--- config.mk ---
export PLATFORM = sky130hd
export DESIGN_NAME = fetch_stage
export DESIGN_NICKNAME = d
export VERILOG_FILES = /design/src/rtl/fetch_stage.sv
export SDC_FILE = /design/constraint.sdc
export NUM_CORES = 1
export LEC_CHECK = 0
export ABC_CLOCK_PERIOD_IN_PS = 2000
export BUFFER_PORTS_ARGS = -buffer_cell sky130_fd_sc_hd__buf_2
export CAP_MARGIN = 20
export CORE_ASPECT_RATIO = 1.75
export CORE_MARGIN = 5
export CORE_UTILIZATION = 46
export DETAILED_ROUTE_END_ITERATION = 8
export PLACE_DENSITY = 0.75
export SYNTH_ARGS = -nofsm -noshare
export SYNTH_HDL_FRONTEND = slang
export SYNTH_SLANG_ARGS = --single-unit
--- constraint.sdc ---
create_clock -name clk -period 2 [get_ports clk]
set_input_delay 0.2 -clock clk [delete_from_list [all_inputs] [get_ports clk]]
set_output_delay 0.2 -clock clk [all_outputs]
set_load 0.01 [all_outputs]
--- src/rtl/fetch_stage.sv ---
// Instruction-fetch front end: programmable fetch tick, 1-cycle synchronous imem, redirect/flush, valid/ready out.
// Optional FETCH_PERF_EN adds saturating handshake and flush counters.
module fetch_stage #(
    parameter int              PC_W     = 32,
    parameter int              ADDR_W   = 10,
    parameter int              INSTR_W  = 32,
    parameter int              DIV_W    = 4,
    parameter logic [PC_W-1:0] RESET_PC = '0
) (
    input  logic               clk,
    input  logic               rst,
    input  logic               ena,
    input  logic [DIV_W-1:0]   div_ratio,
    output logic               imem_en,
    output logic [ADDR_W-1:0]  imem_addr,
    input  logic [INSTR_W-1:0] imem_rdata,
    input  logic               redirect_valid,
    input  logic [PC_W-1:0]    redirect_pc,
    output logic               out_valid,
    input  logic               out_ready,
    output logic [INSTR_W-1:0] out_instr,
    output logic [PC_W-1:0]    out_pc,
    output logic [PC_W-1:0]    pc
`ifdef FETCH_PERF_EN
    ,
    output logic [31:0]        perf_fetches,
    output logic [31:0]        perf_flushes
`endif
);

    typedef enum logic [1:0] {S_IDLE, S_WAIT, S_VALID} state_t;

    state_t             r_state;
    logic [DIV_W-1:0]   r_cnt;
    logic [PC_W-1:0]    r_pc;
    logic [PC_W-1:0]    r_req_pc;
    logic [PC_W-1:0]    r_out_pc;
    logic [INSTR_W-1:0] r_out_instr;
    logic               r_out_valid;

    logic               w_tick;
    logic               w_req;
    logic [PC_W-1:0]    w_redir_pc;

    // A div_ratio smaller than the running count is missed until the counter wraps naturally.
    assign w_tick     = (r_cnt == div_ratio);
    assign w_redir_pc = redirect_pc & ~PC_W'(3);
    assign w_req      = rst && (r_state == S_IDLE) && ena && w_tick && !redirect_valid;

    // The request is issued combinationally in IDLE so the data lands during WAIT.
    assign imem_en   = w_req;
    assign imem_addr = w_req ? r_pc[ADDR_W+1:2] : '0;

    assign out_valid = r_out_valid;
    assign out_instr = r_out_instr;
    assign out_pc    = r_out_pc;
    assign pc        = r_pc;

    always_ff @(posedge clk or negedge rst) begin
        if (!rst) begin
            r_cnt <= '0;
        end else begin
            r_cnt <= w_tick ? '0 : r_cnt + DIV_W'(1);
        end
    end

    always_ff @(posedge clk or negedge rst) begin
        if (!rst) begin
            r_state     <= S_IDLE;
            r_pc        <= RESET_PC;
            r_req_pc    <= '0;
            r_out_pc    <= '0;
            r_out_instr <= '0;
            r_out_valid <= 1'b0;
        end else begin
            case (r_state)
                S_IDLE: begin
                    if (redirect_valid) begin
                        r_pc <= w_redir_pc;
                    end else if (w_req) begin
                        r_req_pc <= r_pc;
                        r_pc     <= r_pc + PC_W'(4);
                        r_state  <= S_WAIT;
                    end
                end
                S_WAIT: begin
                    if (redirect_valid) begin
                        r_pc    <= w_redir_pc;
                        r_state <= S_IDLE;
                    end else begin
                        r_out_instr <= imem_rdata;
                        r_out_pc    <= r_req_pc;
                        r_out_valid <= 1'b1;
                        r_state     <= S_VALID;
                    end
                end
                S_VALID: begin
                    if (redirect_valid) begin
                        r_out_valid <= 1'b0;
                        r_pc        <= w_redir_pc;
                        r_state     <= S_IDLE;
                    end else if (out_ready) begin
                        r_out_valid <= 1'b0;
                        r_state     <= S_IDLE;
                    end
                end
                default: r_state <= S_IDLE;
            endcase
        end
    end

`ifdef FETCH_PERF_EN
    logic [31:0] r_perf_fetches;
    logic [31:0] r_perf_flushes;

    // A redirect coinciding with out_ready still counts as a consumed instruction.
    always_ff @(posedge clk or negedge rst) begin
        if (!rst) begin
            r_perf_fetches <= '0;
            r_perf_flushes <= '0;
        end else begin
            if (r_state == S_VALID && out_ready && r_perf_fetches != 32'hFFFF_FFFF)
                r_perf_fetches <= r_perf_fetches + 32'd1;
            if ((r_state == S_WAIT || r_state == S_VALID) && redirect_valid &&
                r_perf_flushes != 32'hFFFF_FFFF)
                r_perf_flushes <= r_perf_flushes + 32'd1;
        end
    end

    assign perf_fetches = r_perf_fetches;
    assign perf_flushes = r_perf_flushes;
`endif

endmodule

* Word-level counts from Yosys, hierarchy flattened *
Index checks and enable logic that the tools add are counted.

operators by class
  equality and inequality tests = 9
  reductions and logical operators = 14
  add/sub/neg operators = 2
  bitwise operators = 1
  mux-type cells = 16

operators with widths
  operator               count
  $mux 32                3
  $pmux 32 s2            1
  $add 32x3->32 const B  1
  $reduce_and 3->1       4
  $mux 10                1
  $mux 2                 5
  $ne 2x2->1 const B     3
  $ne 3x3->1 const B     2
  $pmux 2 s3             1
  $add 4x1->4 const B    1
  $eq 4x4->1             1
  $logic_and 1x1->1      4
  $mux 4                 1
  $reduce_bool 2->1      2
  $mux 1                 3
  $eq 2x1->1 const B     1
  $eq 2x2->1 const B     1
  $logic_not 2->1        1
  $ne 2x1->1 const B     1
  $pmux 1 s2             1
  $reduce_and 2->1       1
  $reduce_or 2->1        1
  $logic_not 1->1        1
  $not 1->1              1

word-level totals
  word-level logic and storage cells = 49
  input port bits = 73
  register bits after elaboration = 135

* Longest topological paths before layout *
Gate-level depths: netlist (run 1).

  depth after elaboration = 8
  depth in mapped cells = 8
  gate-level depth less buffers = 7

* Worst setup path after synthesis (run 1) *
No wires, ideal clock.

  path type = flip-flop to flip-flop
  start = reg r_pc[2] (netlist: pc[2])
  end = reg r_pc[28] (netlist: pc[28])
  library setup time = 0.137 ns
  slack = -0.046 ns
  path buffers = 0
  cell stages (with the launch flop) = 7
  arrival = 1.908 ns
  clock period less this slack = 2.046 ns
  required time = 1.863 ns
  cells stage by stage = dfrtp_1 > ha_1 > nand4_1 > or4_1 > or3_1 > o21ai_1 > a21oi_1

between the ends
  word-level cells in the longest chain between the ends = 4

ends and longest elaborated chain
  what                      line  text
  start: declaration        35    logic [PC_W-1:0] r_pc;
  start signal: assignment  79    r_pc <= w_redir_pc;
  start signal: assignment  82    r_pc <= r_pc + PC_W'(4);
  start signal: assignment  88    r_pc <= w_redir_pc;
  $add 32x3->32             82
  $mux 32                   80    end else if (w_req) begin
  $mux 32                   78    if (redirect_valid) begin
  $pmux 32 s2               76    case (r_state)

No other way between the ends. The select of a mux whose other input is x is not followed.
A chain may end at the register's enable or synchronous reset.

* Final worst setup path (run 1) *
  start = reg r_cnt[2]
  end = out imem_addr[8]

between the ends
  word-level cells in the longest chain between the ends = 4

ends and longest elaborated chain
  what                             line  text
  start: declaration               34    logic [DIV_W-1:0] r_cnt;
  start signal: assignment         63    r_cnt <= w_tick ? '0 : r_cnt + DIV_W'(1);
  $eq 4x4->1                       46    assign w_tick = (r_cnt == div_ratio);
  $logic_and 1x1->1 (2 in series)  48    assign w_req = rst && (r_state == S_IDLE) && ena && w_tick && !redirect_valid;
  $mux 10                          52    assign imem_addr = w_req ? r_pc[ADDR_W+1:2] : '0;
  end: declaration                 15    output logic [ADDR_W-1:0] imem_addr,

No other way between the ends.

==> flow_results.org, run 1 <==
** Placement
- Number of input and output port buffers inserted :: 174
- DP Area :: a little over 7000 µm²
- RePlAce Congestion :: around 0.83
- The number of placed instances, taps included, is 835.
- OpenSTA, run right after detailed placement, puts the worst setup slack at around 16 ps.
- The wire-length estimate of the detail-placed layout is between 10 and 15 mm.

** Floorplanning
- The floorplan step defined a die boundary enclosing around 15000 µm².
- Floorplan die width :: between 90 and 100 µm
- The floorplan step set the die height to 159 µm.
- The floorplan step defined a core boundary enclosing between 10000 and 15000 µm².
- Row generation in the floorplan step produced 54 rows.
- 181 I/O pins were placed.
- For this configuration, the core starts out at a cell density of between 40 and 50%.

** Synthesis
- For this run, the register share of the synthesized area comes to between 50 and 60%.
- For this run, asynchronously set or reset flops after synthesis account for between 90% and 100%.
- Of the post-synthesis cell area, the dominant cell type holds around 55%.
- Number of enable-type register cells in the synthesized netlist :: 0
- Number of warning messages in the yosys log :: 0
- In this run the mean area of a mapped cell was between 10 and 15 µm².
- The biggest area contributor in the post-synthesis netlist is sky130_fd_sc_hd__dfrtp_1.
- Distinct cells, synth :: 48
- In this run the cell area of the synthesized design comes to 5870 µm².
- Instance count of the mapped netlist :: between 400 and 500
- Leading register cell type out of synthesis :: sky130_fd_sc_hd__dfrtp_1
- Top cell types by occurrence after synthesis :: 129 x sky130_fd_sc_hd__dfrtp_1, 92 x sky130_fd_sc_hd__mux2_2, 38 x sky130_fd_sc_hd__a21oi_1
- Yosys instantiated no cell more often than sky130_fd_sc_hd__dfrtp_1.
- Largest cells by area after synthesis :: sky130_fd_sc_hd__dfrtp_1 55%, sky130_fd_sc_hd__mux2_2 18%, sky130_fd_sc_hd__a21oi_1 3.2%
- Synthesis inferred about 130 register bits.

** STA
- For this run, the top clock speed supported by timing is ~450 MHz.
- Setup violations remaining at the end of the flow were counted as 43.
- Hold Slack :: about 21 ps
- Between clock sinks in the finished design, the worst skew comes to 6.72 ps.
- The routed design could run at a clock period as short as between 2000 and 2500 ps.
- After layout, the worst path uses 111% of the clock period.
- In the final timing run, aggregate negative setup slack is -5240 ps.
- Final count of pins violating max slew :: 0
- In the post-route analysis, the smallest setup slack over all paths is -226 ps.
- Setup repair after global routing missed its margin :: true
- At the pin with the least slew margin, the transition time is 667 ps.
- Number of hold violations in the final report :: 0
- Headroom to the max-slew limit came out at a little under three fifths.

** Clock network
- CTS Buf Count :: 17
- After clock tree synthesis, the clock-pin slew on the worst setup and hold paths is 60 ps.
- H-tree lvl count :: 4
- Worst skew pair latency :: around 410 ps
- Clock root cell :: sky130_fd_sc_hd__clkbuf_16
- Maximum number of buffers from clock root to sink :: 2
- # clock sinks :: 129
- TritonCTS built the clock tree.

** Setup path
- Together, buffers and inverters on the worst path number 2.
- Worst reg2reg path depth :: 7
- WP depth :: 6
- The worst register-to-register path begins at r_cnt[2].
- At the worst endpoint, the arrival time is 2030 ps.
- In this run the critical register-to-register path is captured at r_req_pc[13].
- STA classifies the critical path startpoint as a flop.
- Data required time of the worst path :: 1800 ps
- Largest delay share family, worst path :: simple AND/OR/NAND/NOR gates
- The critical path goes through xor2_1 -> nor4_4 -> nor3b_4 -> buf_12 -> and2_1 -> buf_2.
- For this design, the slowest cell found on the critical path is sky130_fd_sc_hd__dfrtp_1.
- STA classifies the critical path endpoint as an output port.
- Category of the critical setup timing path :: flop to output port
- Across all register-to-register paths, the minimum setup slack is -120 ps.
- Delay of the slowest cell on the worst path :: about 400 ps
- Launch point of the worst path :: r_cnt[2]
- Along the worst path, the maximum fanout reaches 11.

** Finish
- Total non-filler cell area in the finished layout :: 7880 µm²
- Nets@finish :: between 700 and 800
- Share of final-layout standard cells stronger than drive strength 1 :: 50.7%
- Number of non-filler instances in the completed layout :: a little under 900
- The area growth from synthesis to layout is 34.3%.
- Layout Utilization :: between 60 and 70%

** Detailed routing
- Number of detailed-route iterations in the first pass :: 4
- The final layout contains routed wiring with a total length of between 15 and 20 mm.
- Average detailed-routed wire length per instance :: 17.5 µm
- The routed layout has between 4000 and 5000 vias.
- After detailed routing, the number of remaining DRC violations is 0.
- Antenna Violating Nets Remaining :: 0
- Detailed Route Iter0 Violations :: approximately 290
- Dividing the detail-routed via count by the number of cells gives around 5.5.

** Status
- The run finished, with violations left.
- Violations in the final reports :: negative setup slack

** Hold path
- Min-Delay Path Class :: input port to flop
- Terminating pin of the worst hold path :: out_instr[11]
- Launch instance of the worst min-delay path :: imem_rdata[11]
- Hold path depth :: 2

** Pwr
- P per Cell Area :: roughly 1600 nW/µm²
- The design draws ~13 mW.
- Leak Pwr :: 3.82 nW
- VDD IR-drop max :: 0.756 mV

** Run
- Maxcap violations :: 0

** Global route
- Overflow left after global routing :: 0
- Via count of the first global-routing pass :: 4885
- Global-route usage over all layers :: slightly above 20%
- Entering global routing, the biggest net connects 130 pins.
- The initial antenna violation count was 1.
- The first global-routing pass estimated ~24 mm of wire.
==> state kept, by name, summed over array words and instances (netlist names) <==
name / flops
out_instr: 32
out_pc: 30
out_valid: 1
pc: 30
r_cnt: 4
r_req_pc: 30
r_state: 2
==> worst max path at each step <==
stage                        end  slack (ps)
floorplan           imem_addr[0]           7
global placement    r_req_pc[15]          60
detailed placement    r_state[1]          20
CTS                 imem_addr[8]        -240
global route        imem_addr[8]        -330
finish              imem_addr[8]        -230
==> worst reg2reg max path, delay by kind of cell, from the launching register on <==
family        cells  cell delay [ps]
simple gates      2              590
buf+inv           3              450
flops             1              400
mux               1              370
xor+xnor          1              200
==> timing repair <==
item / CTS / global route
gates cloned: 1 / 0
pin swaps: 1 / 2
hold buffers: 1 / 0
buffers inserted: 3 / 0
gates resized for setup: 0 / 3
endpoints found under the hold margin: 129 / 0
endpoints found under the setup margin: 11 / 58
==> metal layers <==
layer	routed length (µm)	GRT usage [%]	share of wire, %
met5	0	0	0
met4	452	9.13	3.0
met3	979	5.01	6.4
met2	8460	36.7	55
met1	5430	22.4	35
==> logic make-up (layout without fill, tap and decap cells) <==
| group | count (synthesis) | in the layout | synth area share, % |
|---|---|---|---|
| muxes | 96 | 96 | 18.4 |
| and+or+nand+nor | 108 | 108 | 10.7 |
| xor gates and xnor gates | 6 | 6 | 0.895 |
| DFF | 129 | 129 | 55.0 |
| other | 1 | 5 | 0.0639 |
| buffers and inverters | 41 | 256 | 3.18 |
| AOI/OAI and AO/OA | 98 | 98 | 10.4 |
| adders and majority gates | 7 | 7 | 1.49 |
==> report_power, final <==
| group | switching, mW | leakage [nW] | internal [mW] | total (mW) |
|---|---|---|---|---|
| Clock | 1.22 | 0.282 | 1.88 | 3.10 |
| Sequential | 0.724 | 1.61 | 3.70 | 4.43 |
| Combinational | 2.73 | 1.93 | 2.55 | 5.28 |
==> final cells by class <==
| class | instances | area, µm² |
|---|---|---|
| Antenna cell | 1 | 2.50 |
| Clock buffer | 17 | 425 |
| Clock inverter | 15 | 174 |
| Fill cell | 984 | 4620 |
| Inverter | 6 | 22.5 |
| Multi-Input combinational cell | 319 | 2490 |
| Sequential cell | 129 | 3230 |
| Tap cell | 168 | 210 |
| Timing Repair Buffer | 218 | 1320 |
==> cell usage in the layout (no fill, tap or decap), drive strengths merged, types with 2 or more instances in the layout <==
| master | instances |
|---|---|
| xor2 | 5 |
| clkinvlp | 4 |
| o21a | 2 |
| nand4 | 19 |
| a31oi | 5 |
| nor2b | 2 |
| and4 | 5 |
| dfrtp | 129 |
| nand3 | 11 |
| ha | 7 |
| conb | 4 |
| and3 | 2 |
| a2bb2oi | 11 |
| o22ai | 9 |
| nand2 | 21 |
| inv | 14 |
| clkbuf | 17 |
| nor2 | 24 |
| o21ai | 19 |
| o22a | 6 |
| or3 | 3 |
| mux2 | 94 |
| a21oi | 38 |
| buf | 216 |
| bufinv | 2 |
| and2 | 10 |
| nor4 | 5 |
| mux2i | 2 |
Power figures use the tool's default switching activity.
==> run 2, diff against run 1 <==
Settings changed: CORE_MARGIN 5 to 2.
==> flow_results.org, run 2 (synthesis gave the netlist of run 1 again) <==
** Status
- Result of the run :: finished, violations left
- Violations in the final reports :: negative setup slack

** Clock network
- Counting the buffers created by CTS gives 17.
- Maximum number of buffers from clock root to sink :: 2
- After clock tree synthesis, the clock-pin slew on the worst setup and hold paths is approximately 60 ps.
- TritonCTS clock tree :: done
- H-tree lvl count :: 4
- # clock sinks :: about 130
- Clock root cell :: sky130_fd_sc_hd__clkbuf_16
- At the later pin of the worst-skew pair, clock insertion delay measures 410 ps.

** Detailed routing
- Detailed routing placed a total of 778 µm of wire on met3.
- The routed layout has 4822 vias.
- Average detailed-routed wire length per instance :: 18.0 µm
- Summed over all layers, the routed wires come to ~16 mm.
- Antenna Violating Nets Remaining :: 0
- For this run, design rule violations remaining after detail routing come to 0.
- For this block, the initial DRC count from the detailed router was approximately 310.
- Via-per-instance ratio :: 5.48
- In the detailed route, the total length drawn on met2 is 8.88 mm.
- For this run, the detailed router's first-pass iteration total came to 4.
- The detailed router put a total of approximately 5.6 mm of wire on met1.
- Highest metal layer used by the detailed router :: met4

** Finish
- Synthesis-to-layout area growth :: 36.1%
- Flip-flop count of the largest register after layout :: 32
- In the final design database the tool counted ~800 nets.
- The layout has 982 filler cells.
- Total non-filler cell area in the finished layout :: 7990 µm²
- In the final layout, the share of cells above drive strength 1 is between 50 and 60%.
- Commonest non-fill, non-tap cell in the layout :: sky130_fd_sc_hd__buf_2
- Commonest non-fill, non-tap cells in the layout :: 173 x sky130_fd_sc_hd__buf_2, 127 x sky130_fd_sc_hd__dfrtp_1, 91 x sky130_fd_sc_hd__mux2_2

** Floorplanning
- For this configuration, the core starts out at a cell density of between 40% and 50%.
- The floorplan has 54 rows.
- The floorplan step set the die width to 89.4 µm.
- Top Ports :: about 180
- Die Footprint :: 13700 µm²
- The floorplan step defined a core boundary enclosing 12400 µm².
- Height of the die :: 153 µm

** Setup path
- The most critical setup path has its startpoint at r_cnt[0].
- In this design, the stage delay of the slowest critical-path cell is ~400 ps.
- Maximum net fanout on the critical path :: 11
- CP Buf/Inv Count :: 2
- The worst setup path is of the flop to output port kind.
- Among cell families on the critical path, the largest total delay comes from simple AND/OR/NAND/NOR gates.
- Kind of start point of the critical path :: flop
- WP depth :: 6
- Slowest cell on crit path :: sky130_fd_sc_hd__dfrtp_1
- Worst reg2reg path depth :: 8
- At the worst endpoint, the required time is between 1500 and 2000 ps.
- The worst setup path is captured at an output port.
- Arrival time at the worst endpoint :: between 2000 and 2500 ps
- Critical Path, Cell by Cell :: xor2_1 -> nor4_4 -> nor3b_4 -> buf_12 -> and2_1 -> buf_2
- The startpoint identified for the worst register-to-register timing path is r_cnt[0].

** Global route
- Initial antenna violation count :: 1
- Entering global routing, the biggest net connects 130 pins.
- Via count of the first global-routing pass :: a little under 5000
- For this run the aggregate overflow at the end of global routing stands at 0.
- Global routing used 23.4% of the available tracks across all layers.
- Global-route wire length before repair :: 24.6 mm

** Pwr
- Dividing total power by cell area gives a power density of roughly 1600 nW/µm².
- Summed over all cells, the static leakage comes to around 3.9 nW.
- VDD IR-drop max :: ~0.86 mV

** Hold path
- Hold path depth :: 2
- Min-Delay Path Class :: input port to flop
- The worst hold path begins at imem_rdata[26].

** STA
- Final count of pins violating max slew :: 0
- Slew at the pin closest to its max-slew limit :: a little under 700 ps
- After routing, the total negative slack on setup checks comes to -8560 ps.
- Setup Skew :: around 9.7 ps
- Share of the clock period used by the worst path :: 112%
- The worst path in the final design needs a cycle of 2250 ps, including I/O delays and setup.
- The number of hold violations in the final report is 0.
- Hold Slack :: 19.6 ps
- Crit path setup slack, layout :: -248 ps
- In this run the tightest slew margin relative to its limit is 54.5%.
- Setup violations remaining at the end of the flow were counted as between 40 and 50.
- Derived from the worst setup path, the maximum achievable clock frequency is around 440 MHz.
- Setup repair after global routing could not meet its margin everywhere.

** Run
- Maxcap violations :: 0

** Placement
- Number of input and output port buffers inserted :: approximately 170
- Prior to clock tree synthesis, the placed netlist has a worst setup slack of -62.6 ps.
- The congestion estimate from routability-driven global placement came to a little over 0.8.
- Once detailed placement completed, the half-perimeter wirelength came to 10.8 mm.
- DP Area :: 7180 µm²
run 2: final cells by class:
| cell class | count | area (µm²) | area share [%] |
|---|---|---|---|
| Sequential cell | 129 | 3230 | 40.4 |
| Antenna cell | 1 | 2.50 | 0.0313 |
| Multi-Input combinational cell | 319 | 2510 | 31.4 |
| Clock inverter | 14 | 156 | 1.96 |
| Tap cell | 168 | 210 | 2.63 |
| Inverter | 6 | 22.5 | 0.282 |
| Timing Repair Buffer | 225 | 1420 | 17.8 |
| Clock buffer | 18 | 439 | 5.50 |
run 2: worst reg2reg max path, stage by stage, from the launching register on:
cell and delay, ps:
sky130_fd_sc_hd__dfrtp_1 400, sky130_fd_sc_hd__xor2_1 180, sky130_fd_sc_hd__nor4_4 340, sky130_fd_sc_hd__nor3b_4 300, sky130_fd_sc_hd__buf_4 150, sky130_fd_sc_hd__buf_6 100
sky130_fd_sc_hd__buf_8 130, sky130_fd_sc_hd__clkbuf_16 160, sky130_fd_sc_hd__mux2_2 330
run 2: layer usage:
metal	vias to the layer above	track usage [%]
met1	2415	25.6
met4	0	11.0
met5	-	0
li1	2196	-
met3	38	4.64
met2	173	41.7
run 2: path summary, 6_finish.rpt:
| kind | end | slack, ps |
|---|---|---|
| max | imem_addr[0] | -250 |
| min | out_instr[26] | 20 |
| max reg2reg | r_req_pc[18] | -210 |
| min reg2reg | out_instr[3] | 500 |
| max in group asynchronous | pc[3] | 980 |
| min in group asynchronous | out_instr[18] | 460 |
run 2: power breakdown:
part	switching (mW)	internal (mW)
Sequential	0.735	3.70
Clock	1.19	1.89
Combinational	2.78	2.55
run 2: timing repair:
item | 4_1_cts | 5_1_grt
hold endpoints to repair | 130 | 0
cloned | 2 | 2
pin swaps | 1 | 0
setup buffers | 6 | 0
endpoints found under the setup margin | 44 | 51
hold buffers | 2 | 0
gates resized for setup | 7 | 1
run 2: per-stage QoR:
step                instances  total power, mW  utilization (%)
floorplan                 489             7.45                -
global placement          835             9.40             57.8
detailed placement        835             9.66             57.8
CTS                       877             12.9             63.8
global route              880             13.6             64.3
finish                    880             12.8             64.3
==> run 3, diff against run 2 <==
Settings changed: PLACE_DENSITY 0.75 to 0.76.
==> flow_results.org, run 3 (synthesis gave the netlist of run 1 again) <==
** Finish
- The top cell types in the final layout, fill and taps aside, are 173 x sky130_fd_sc_hd__buf_2, 127 x sky130_fd_sc_hd__dfrtp_1, 92 x sky130_fd_sc_hd__mux2_2.
- Layout Utilization :: between 60 and 70%
- 0 antenna diodes ended up in the layout.
- The register with the most flip-flops in the layout has 32 of them.
- Nets@finish :: a little under 800
- Compared with the post-synthesis result, the final layout area differs by 35.9%.
- Commonest non-fill, non-tap cell in the layout :: sky130_fd_sc_hd__buf_2
- The post-route netlist has 50.8% of its cells at a drive strength greater than 1.
- After the flow finishes, the layout carries non-filler instances totaling 877.

** Setup path
- Category of the critical setup timing path :: flop to output port
- Data on the critical path is required at its endpoint by 1800 ps.
- The signal on the critical path passes through xor2_1 -> nor4_4 -> nor3b_4 -> buf_12 -> and2_1 -> buf_2.
- For the worst flop-to-flop path, the logic depth is 8.
- STA classifies the critical path endpoint as an output port.
- Slowest cell on crit path :: sky130_fd_sc_hd__dfrtp_1
- WP depth :: 6
- In this design, the largest share of critical-path delay is due to simple AND/OR/NAND/NOR gates.
- In this run the worst path has a maximum fanout of 11.
- For the worst setup path, the data arrival time is slightly above 2000 ps.
- CP Buf/Inv Count :: 2
- Delay of the slowest cell on the worst path :: between 300 and 400 ps
- STA classifies the critical path startpoint as a flop.

** STA
- Crit path setup slack, layout :: -268 ps
- The clock arrives with between 10 and 15 ps of skew.
- The number of hold violations in the final report was 0.
- Maximum clock frequency :: 441 MHz
- Crit path time final :: 2270 ps
- Worst relative slew slack :: between 50% and 60%
- For the pin with the worst max-slew slack, the measured transition is between 600 and 700 ps.
- Setup repair after global routing missed its margin :: true
- Dividing the final minimum period by the clock period gives 113%.
- Final setup violating endpoints :: 43
- Final count of pins violating max slew :: 0

** Detailed routing
- The count of nets left with antenna violations once routing finished came out at 0.
- DRC errors left :: 0
- Number of detailed-route iterations in the first pass :: 4
- After detailed routing, the average wire length per cell comes to between 15 and 20 µm.
- Via-per-instance ratio :: about 5.5
- After detailed routing, the total wire length is about 16 mm.
- DR vias :: 4824
- The detailed router finished its first iteration with approximately 250 violations.

** Pwr
- The clock network is responsible for approximately a quarter of the overall power.
- The internal power of the cells totals slightly above 8 mW.
- Net switching is ~37% of the power.
- Part of the power in registers :: between 30 and 40%
- Combinational fraction of design power :: 41.4%
- Leak Pwr :: a little under 4 nW
- Summed over all nets, the switching power comes to 4.77 mW.
- In this run the power density over the cells is 1620 nW/µm².
- VDD IR-drop max :: 1.00 mV

** Floorplanning
- Floorplan die width :: a little under 90 µm
- Height of the die :: between 150 and 200 µm
- The floorplan has 54 rows.
- 181 I/O pins were placed.
- Core box area :: about 12000 µm²
- Die Footprint :: 13700 µm²
- Initial standard-cell utilization of the core :: 47.2%

** Global route
- The initial antenna violation count came to 0.
- Via count of the first global-routing pass :: 5014
- Global-route wire length before repair :: around 24 mm
- Maximum number of pins on one net before global-route repair :: 130
- After global routing the overflow that remains totals 0.
- Across every metal layer, demand over resource in global routing totals approximately 23%.

** Clock network
- For this design, the sink count on the clock tree is around 130.
- Clock-pin slew was measured on the worst setup and hold paths at around 60 ps.
- Clock root cell :: sky130_fd_sc_hd__clkbuf_16
- CTS Buf Count :: 17
- TritonCTS clock tree :: done
- The later pin in the worst-skew pair is clocked with a latency of around 420 ps.
- H-tree lvl count :: 4
- No sink is reached through more buffers than the 2 on the longest clock path.

** Placement
- Number of input and output port buffers inserted :: 174
- The congestion estimate from routability-driven global placement came to about 0.86.
- Instance count after placement with tap cells included :: approximately 830
- At the placement stage, the worst setup path has a slack of -55.7 ps.
- Once detailed placement completed, the half-perimeter wirelength came to roughly 11 mm.

** Status
- Result of the run :: finished, violations left
- Violations in the final reports :: negative setup slack

** Run
- Max-cap violations in this run came to 0.

** Hold path
- The tightest min-delay check is of the input port to flop type.
- Hold path depth :: 2
==> run 3: cell type report <==
class | count | area (µm²)
Sequential cell | 129 | 3230
Tap cell | 168 | 210
Clock buffer | 17 | 425
Timing Repair Buffer | 223 | 1430
Clock inverter | 15 | 174
Multi-Input combinational cell | 319 | 2490
Fill cell | 1022 | 4450
Inverter | 6 | 22.5
==> run 3: path summary, 6_finish.rpt <==
| check | startpoint | to | slack (ps) |
|---|---|---|---|
| worst max-delay path | r_cnt[0] | imem_addr[5] | -270 |
| worst min-delay path | imem_rdata[4] | out_instr[4] | 10 |
| worst max register to register | r_cnt[0] | r_req_pc[21] | -250 |
| worst min register to register | r_req_pc[29] | r_req_pc[29] | 490 |
| max in group asynchronous | rst | pc[3] | 930 |
| min in group asynchronous | rst | out_instr[16] | 470 |
==> run 3: power groups by stage <==
stage          clock network [mW]  registers (mW)  logic (mW)
2_1_floorplan                   0            4.85        2.61
3_3_place_gp                    0            4.40        5.01
3_5_place_dp                    0            4.48        5.21
4_1_cts                      3.18            4.44        5.30
5_1_grt                      3.32            4.58        5.79
6_report                     3.13            4.44        5.34
==> run 3: routing by layer <==
| metal | up-vias | global-route usage [%] | part of all wire, % |
|---|---|---|---|
| met5 | - | 0 | 0 |
| met4 | 0 | 10.9 | 2.7 |
| met3 | 40 | 5.99 | 5.8 |
| met2 | 191 | 40.5 | 55 |
| met1 | 2401 | 25.0 | 36 |
| li1 | 2192 | - | - |
==> run 3: metrics by stage <==
step	hold WS [ps]	TNS [ps]	instance area [µm²]	total power, mW
global placement	374	0	7190	9.41
CTS	2.17	-9240	7910	12.9
global route	1.31	-12320	7980	13.7
detailed placement	394	-868	7190	9.70
finish	10.8	-9650	7980	12.9
floorplan	-95.6	0	5880	7.45
==> run 3: timing repair <==
item | in CTS | in global routing
buffers inserted | 5 | 2
pin swaps | 1 | 1
resized for setup | 4 | 1
gates cloned | 2 | 2
endpoints found under the setup margin | 43 | 67
hold buffers | 1 | 0
hold endpoints to repair | 129 | 0
==> run 3: worst reg2reg max path, cell delays in order, from the launching register on <==
cell and delay (ps):
sky130_fd_sc_hd__dfrtp_1 380, sky130_fd_sc_hd__xor2_1 170, sky130_fd_sc_hd__nor4_4 370, sky130_fd_sc_hd__nor3b_4 310, sky130_fd_sc_hd__buf_4 160, sky130_fd_sc_hd__buf_6 100, sky130_fd_sc_hd__buf_8 140, sky130_fd_sc_hd__clkbuf_16 160
sky130_fd_sc_hd__mux2_2 340
